`config.mk`:
```
export PLATFORM = sky130hd
export DESIGN_NAME = float_divider_seq
export DESIGN_NICKNAME = d
export VERILOG_FILES = /design/src/rtl/float_pkg.sv /design/src/rtl/float_div_step.sv /design/src/rtl/float_divider_seq.sv
export SDC_FILE = /design/constraint.sdc
export NUM_CORES = 1
export LEC_CHECK = 0
export BUFFER_PORTS_ARGS = -buffer_cell sky130_fd_sc_hd__buf_4
export CAP_MARGIN = 10
export CORE_MARGIN = 3
export CORE_UTILIZATION = 45
export CTS_BUF_LIST = sky130_fd_sc_hd__clkbuf_8
export DETAILED_ROUTE_END_ITERATION = 10
export RECOVER_POWER = 50
export SLEW_MARGIN = 20
export SYNTH_ARGS = -nofsm -noshare
export SYNTH_HDL_FRONTEND = slang
export SYNTH_SLANG_ARGS = --single-unit
```
`constraint.sdc`:
```
create_clock -name clk -period 6.83 [get_ports clk]
set_clock_uncertainty 0.1 [all_clocks]
set_input_delay 0 -clock clk [delete_from_list [all_inputs] [get_ports clk]]
set_output_delay 0 -clock clk [all_outputs]
set_load 0.01 [all_outputs]
```
`src/rtl/float_pkg.sv`:
```
// float_pkg: shared FSM states, operand classes and IEEE field helpers for the divider
package float_pkg;
    typedef enum logic [2:0] {IDLE, SPECIAL, DIVIDE, ROUND, DONE} state_t;
    typedef enum logic [1:0] {ZERO, NORM, INF, NAN} cls_t;
    // Subnormals (exp==0) are treated as zero.
    function automatic cls_t classify(input logic exp_zero, input logic exp_ones, input logic frac_nz);
        return exp_zero ? ZERO : !exp_ones ? NORM : frac_nz ? NAN : INF;
    endfunction
    // Canonical quiet NaN: sign 0, exponent all ones, only the fraction MSB set.
    function automatic logic [127:0] qnan(input int exp_w, input int man_w);
        return (((128'd1 << exp_w) - 128'd1) << man_w) | (128'd1 << (man_w - 1));
    endfunction
endpackage

```
`src/rtl/float_div_step.sv`:
```
// float_div_step: one restoring radix-2 division step
module float_div_step #(
    parameter int W = 25
) (
    input  logic [W-1:0] rem_i,
    input  logic [W-1:0] divisor_i,
    output logic [W-1:0] next_rem_o,
    output logic         q_bit_o
);
    logic [W:0] trial;
    // Subtract when it does not go negative, then shift the partial remainder up.
    always_comb begin
        trial      = {1'b0, rem_i} - {1'b0, divisor_i};
        q_bit_o    = ~trial[W];
        next_rem_o = (q_bit_o ? trial[W-1:0] : rem_i) << 1;
    end
endmodule

```
`src/rtl/float_divider_seq.sv`:
```
// float_divider_seq: iterative IEEE-style divider, one quotient bit per clock, RNE rounding
module float_divider_seq import float_pkg::*; #(
    parameter int FLOAT_SIZE    = 32,
    parameter int EXPONENT_SIZE = 8,
    parameter int MANTISSA_SIZE = 23,
    parameter int BIAS          = 127
) (
    input  logic                  clk,
    input  logic                  reset_n,
    input  logic                  in_valid,
    output logic                  in_ready,
    input  logic [FLOAT_SIZE-1:0] a,
    input  logic [FLOAT_SIZE-1:0] b,
    output logic                  out_valid,
    input  logic                  out_ready,
    output logic [FLOAT_SIZE-1:0] out,
    output logic                  overflow,
    output logic                  underflow,
    output logic                  inexact,
    output logic                  div_by_zero,
    output logic                  invalid
);
    localparam int N  = MANTISSA_SIZE + 3;
    localparam int CW = $clog2(N);
    localparam int EW = EXPONENT_SIZE + 2;
    localparam int M  = MANTISSA_SIZE;
    localparam logic [FLOAT_SIZE-1:0]    QNAN  = FLOAT_SIZE'(qnan(EXPONENT_SIZE, MANTISSA_SIZE));
    localparam logic [EXPONENT_SIZE-1:0] EONES = '1;

    state_t                   state_q, state_d;
    cls_t                     ca_q, ca_d, cb_q, cb_d, cls_a, cls_b;
    logic [CW-1:0]            cnt_q, cnt_d;
    logic                     sign_q, sign_d;
    logic [EXPONENT_SIZE-1:0] ea_q, ea_d, eb_q, eb_d;
    logic [M:0]               div_q, div_d;
    logic [M+1:0]             rem_q, rem_d, step_rem;
    logic [N-1:0]             q_q, q_d;
    logic [FLOAT_SIZE-1:0]    out_q, out_d, sp_out, rn_out;
    logic [4:0]               flags_q, flags_d, sp_flags, rn_flags;
    logic                     step_q, norm, guard, sticky, inc, carry, ovf, unf, nan_case, inf_case;
    logic [M:0]               frac_g;
    logic [M-1:0]             frac_r;
    logic [EW-1:0]            e_u;

    float_div_step #(.W(M + 2)) u_step (
        .rem_i     (rem_q),
        .divisor_i ({1'b0, div_q}),
        .next_rem_o(step_rem),
        .q_bit_o   (step_q)
    );

    assign cls_a = classify(a[FLOAT_SIZE-2 -: EXPONENT_SIZE] == '0, &a[FLOAT_SIZE-2 -: EXPONENT_SIZE], |a[M-1:0]);
    assign cls_b = classify(b[FLOAT_SIZE-2 -: EXPONENT_SIZE] == '0, &b[FLOAT_SIZE-2 -: EXPONENT_SIZE], |b[M-1:0]);
    assign in_ready    = state_q == IDLE;
    assign out_valid   = state_q == DONE;
    assign out         = out_q;
    assign {overflow, underflow, inexact, div_by_zero, invalid} = flags_q;

    // Special-operand result and normalise/round/range result of the finished recurrence.
    always_comb begin
        nan_case = ca_q == NAN || cb_q == NAN || (ca_q == ZERO && cb_q == ZERO) || (ca_q == INF && cb_q == INF);
        inf_case = ca_q == INF || cb_q == ZERO;
        sp_out   = nan_case ? QNAN : inf_case ? {sign_q, EONES, M'(0)} : {sign_q, (FLOAT_SIZE-1)'(0)};
        sp_flags = {3'b000, !nan_case && ca_q == NORM && cb_q == ZERO, nan_case};
        norm     = ~q_q[N-1];
        frac_g   = norm ? q_q[N-3:0] : q_q[N-2:1];
        guard    = frac_g[0];
        sticky   = (~norm & q_q[0]) | (|rem_q);
        inc      = guard & (sticky | frac_g[1]);
        {carry, frac_r} = {1'b0, frac_g[M:1]} + (M+1)'(inc);
        e_u      = EW'(ea_q) - EW'(eb_q) + EW'(BIAS) - EW'(norm) + EW'(carry);
        ovf      = !e_u[EW-1] && e_u >= EW'((1 << EXPONENT_SIZE) - 1);
        unf      = e_u[EW-1] || e_u == '0;
        rn_out   = ovf ? {sign_q, EONES, M'(0)} : unf ? {sign_q, (FLOAT_SIZE-1)'(0)} : {sign_q, e_u[EXPONENT_SIZE-1:0], frac_r};
        rn_flags = {ovf, unf, guard | sticky | ovf | unf, 2'b00};
    end

    // Next-state logic: hold everything by default, update per state.
    always_comb begin
        state_d = state_q;
        ca_d    = ca_q;
        cb_d    = cb_q;
        cnt_d   = cnt_q;
        sign_d  = sign_q;
        ea_d    = ea_q;
        eb_d    = eb_q;
        div_d   = div_q;
        rem_d   = rem_q;
        q_d     = q_q;
        out_d   = out_q;
        flags_d = flags_q;
        case (state_q)
            IDLE: if (in_valid) begin
                ca_d    = cls_a;
                cb_d    = cls_b;
                sign_d  = a[FLOAT_SIZE-1] ^ b[FLOAT_SIZE-1];
                ea_d    = a[FLOAT_SIZE-2 -: EXPONENT_SIZE];
                eb_d    = b[FLOAT_SIZE-2 -: EXPONENT_SIZE];
                div_d   = {1'b1, b[M-1:0]};
                rem_d   = {2'b01, a[M-1:0]};
                q_d     = '0;
                cnt_d   = CW'(N - 1);
                state_d = (cls_a == NORM && cls_b == NORM) ? DIVIDE : SPECIAL;
            end
            SPECIAL: begin
                out_d   = sp_out;
                flags_d = sp_flags;
                state_d = DONE;
            end
            DIVIDE: begin
                rem_d   = step_rem;
                q_d     = {q_q[N-2:0], step_q};
                cnt_d   = cnt_q == '0 ? '0 : cnt_q - 1'b1;
                state_d = cnt_q == '0 ? ROUND : DIVIDE;
            end
            ROUND: begin
                out_d   = rn_out;
                flags_d = rn_flags;
                state_d = DONE;
            end
            DONE: state_d = out_ready ? IDLE : DONE;
            default: state_d = IDLE;
        endcase
    end

    // State and datapath registers with synchronous active-low reset.
    always_ff @(posedge clk) begin
        if (!reset_n) begin
            state_q <= IDLE;
            ca_q    <= ZERO;
            cb_q    <= ZERO;
            cnt_q   <= '0;
            sign_q  <= 1'b0;
            ea_q    <= '0;
            eb_q    <= '0;
            div_q   <= '0;
            rem_q   <= '0;
            q_q     <= '0;
            out_q   <= '0;
            flags_q <= '0;
        end else begin
            state_q <= state_d;
            ca_q    <= ca_d;
            cb_q    <= cb_d;
            cnt_q   <= cnt_d;
            sign_q  <= sign_d;
            ea_q    <= ea_d;
            eb_q    <= eb_d;
            div_q   <= div_d;
            rem_q   <= rem_d;
            q_q     <= q_d;
            out_q   <= out_d;
            flags_q <= flags_d;
        end
    end
endmodule

```
==> metrics.md <==
| Metric | Value |
|---|---|
| Root Buffer | clkbuf_8 |
| Count leader, synth | nand2_1 |
| Worst setup path start | q_q[25] |
| GRT busiest layer | met2 |
| Synthesized area per cell | 7.798 sq um |
| DR WL/cell | around 16 um |
| CP Capture Type | flop |
| # Max-Cap Violations | 2 |
| Clk Latency, worst-skew pair | between 0.4 and 0.5 ns |
| Final setup fails | 0 |
| # IOs | between 100 and 150 |
| Met3 Use GR | ~4.1% |
| Global-route total usage across every layer | approximately a quarter |
| Share of post-route cells with drive strength above 1 | around 9.9% |
| Total congestion overflow | 0 |
| Crit path depth | 17 |
| Leak pwr | about 4.2 nW |
| Relative slew slack | -143.8% |
| GR Layer Usage met2 | between 30% and 40% |
| Yosys warns | 0 |
| Core area | between 0.015 and 0.02 sq mm |
| Reg clk slew, reported paths | about 0.090 ns |
| Die Wd | about 150 um |
| CTS-repair resized insts | 0 |
| Worst hold path class | in -> reg |
| Fin nets | about 1.4k |
| Highest clock rate | between 150 and 200 MHz |
| Worst EP required | between 7 and 8 ns |
| Slew @ Worst Pin | between 3 and 4 ns |
| Status | finished, violations left |
| Synth cell types | 70 |
| R2R depth | 17 |
| Synthesized flop and latch total | about 140 |
| Reg2reg end | out[22] |
| Largest net degree at the start of global routing | 86 |
| Vias | slightly below 9k |
| Post-Syn Area | just under 0.009 sq mm |
| Setup slack, reg-to-reg | around 1.3 ns |
| P_sw | 0.001074 W |
| Synth Instances | roughly 1.1k |
| Setup Crit Path Kind | reg -> reg |
| Routed Antenna Nets | 0 |
| Power density cells | 252.0 mW/mm^2 |
| Sequential Power Share | between 30% and 40% |
| Final wirelength | around 25 mm |
| Area Overhead vs Synth | 22.77% |
| Clock sinks | around 140 |
| Final Hold Fails | 0 |
| Synthesized Nets | about 1.2k |
| Delay-heaviest family, CP | simple AND/OR/NAND/NOR gates |
| Failing checks | capacitance limit, slew limit |
| H-tree depth | 4 |
| Post-route minimum period | roughly 5.6 ns |
| Die area | 0.02139 sq mm |
| Share of the yosys chip area belonging to registers | roughly a third |
| Vias in the first global route | around 8.5k |
| Total CTS buffers | 17 |
| Crit path to | out[22] |
| 1st-pass router iterations | 5 |
| Sw Share | about two fifths |
| Slew Viols, Final | 139 |
| Synth top cells by count | nand2_1, dfxtp_1, a21boi_0 |
| Placer Congestion | between 0.9 and 1 |
| Final Cycle Share | between 80% and 90% |
| Gate power share | between 40% and 50% |
| Row count | 50 |
| Setup TNS Final | 0 ns |
| Initial DRC Count | 406 |
| P_int | between 0.0015 and 0.002 W |
| Top cells by area, synth | dfxtp_1, nand2_1, a21boi_0 |
| Origin of the critical flop-to-flop path | q_q[25] |
| Critical Path Max Stage Delay | 0.71 ns |
| Max Root-Sink Buffers | 2 |
| Overall Power | approximately 0.0027 W |
| Die height | 146.2 um |
| Buf/Inv on CP | 1 |
| Worst Setup Start Kind | flop |
| Max FO, Critical Path | 30 |
| Initial antenna violation count | 0 |
| Post-synth EDFFs | 0 |
| Synth area leader | dfxtp_1 |
| Port bufs | between 100 and 150 |
| Top_reg_cell synth | dfxtp_1 |
| CP max-delay cell | dfxtp_2 |
| Cell Chain, Critical Path | nand2_1, a21o_1, nor4_1, and4_1, nand2_1, nor3b_1, fa_1, ha_1, inv_1, fa_1, nor2b_1, o31a_1, o31ai_1, o211ai_1, and3_1, or4b_2, a211oi_2 |
| Worst Path Arrival | just under 6 ns |
| Initial Utilization | a little under half |
| Setup repair after global routing missed its margin | false |
| First-pass GRT wire length | between 40 and 50 mm |
| Peak supply drop | roughly 0.15 mV |
| DRC | 0 |
| Clock power frac | roughly 23% |
| Synth top area share | 31.89% |
| M1 GR Usage | a little under a third |
| Vias per inst | 5.585 |
| Dpl hpwl | 17.09 mm |
| CTS tree | yes |
| Ys async rst share | 0% |
| ANT cells | 0 |
==> timing repair <==
action | 4_1_cts | 5_1_grt
buffers inserted | 0 | 0
hold buffers | 90 | 0
endpoints found under the hold margin | 96 | 0
==> how the worst min path moves through the flow <==
| stage | start | end | slack (ns) | depth (start not counted) |
|---|---|---|---|---|
| 2_1_floorplan | b[0] | div_q[0] | 0.04 | 2 |
| 3_3_place_gp | b[19] | div_q[19] | 0.17 | 3 |
| 3_5_place_dp | b[12] | div_q[12] | 0.18 | 3 |
| 4_1_cts | b[14] | div_q[14] | 0.23 | 4 |
| 5_1_grt | b[11] | div_q[11] | 0.25 | 4 |
| 6_report | b[15] | div_q[15] | 0.26 | 4 |
==> kinds of logic after synthesis <==
logic type	Yosys count	synth area share, %
AOI/OAI and AO/OA	350	27.18
xor gates and xnor gates	35	3.463
adders and majority gates	45	6.701
buffers and inverters	127	5.485
DFF	141	31.89
muxes	24	2.827
and+or+nand+nor	413	22.45
==> registers in the layout, summed over array words and instances (netlist names) <==
| name | flops |
|---|---|
| ca_q | 2 |
| cb_q | 2 |
| cnt_q | 5 |
| div_q | 24 |
| ea_q | 8 |
| eb_q | 8 |
| flags_q | 5 |
| out | 32 |
| q_q | 26 |
| rem_q | 25 |
| sign_q | 1 |
| state_q | 3 |
==> routing by layer <==
metal	up-vias	wire length [um]	share of wire, %
li1	4401	-	-
met4	0	744	3.0
met1	4060	11900	47
met5	-	0	0
met3	49	1099	4.4
met2	197	11320	45
==> worst min-delay path, stage by stage <==
cell	delay, ns
dlygate4sd3_1	0.53
buf_4	0.13
nand2_1	0.04
a21boi_0	0.06
==> power by group through the flow <==
stage | sequential, W | combinational [W] | clock [W]
after floorplan | 0.000934 | 0.000867 | 0
after global placement | 0.000955 | 0.00112 | 0
after detailed placement | 0.000955 | 0.00112 | 0
after CTS | 0.000936 | 0.00117 | 0.000644
after global routing | 0.000946 | 0.00132 | 0.000677
final | 0.000937 | 0.00118 | 0.000622
==> cell usage in the layout, fill, tap and decap left out, types with 13 or more instances in the layout <==
cell,count
nand2_1,182
dfxtp_1,140
dlygate4sd3_1,90
a21boi_0,78
a21oi_1,76
buf_4,74
inv_1,55
nand3_1,49
nor2_1,47
o21ai_0,46
clkbuf_1,42
ha_1,41
xnor2_1,23
nor4_1,22
nor3_1,21
nor2b_1,19
a31oi_1,18
clkbuf_8,18
mux2i_1,16
a21o_1,15
o21a_1,14
a211oi_1,13
o211ai_1,13
==> through the flow <==
step	setup WS [ns]	area [sq um]	std cells	hold WS [ns]	util (%)
after floorplan	1.959	8851	1135	0.04492	-
after global placement	1.385	9777	1437	0.1725	51.41
after detailed placement	1.279	9777	1437	0.1774	51.41
after CTS	1.243	11030	1559	0.2341	58.01
after global routing	0.7925	10870	1559	0.2528	57.14
final	1.254	10870	1559	0.2588	57.14
==> final cells by class <==
cell class	instances	area [sq um]
flip-flops and latches	141	2824
well taps	260	325.3
clock inverters	14	106.4
clock buffers	18	247.7
repair buffers	206	1614
inverters	53	198.9
multi-input cells	867	5550
fillers	1933	8152
No activity file was read; power rests on OpenSTA's default activity.
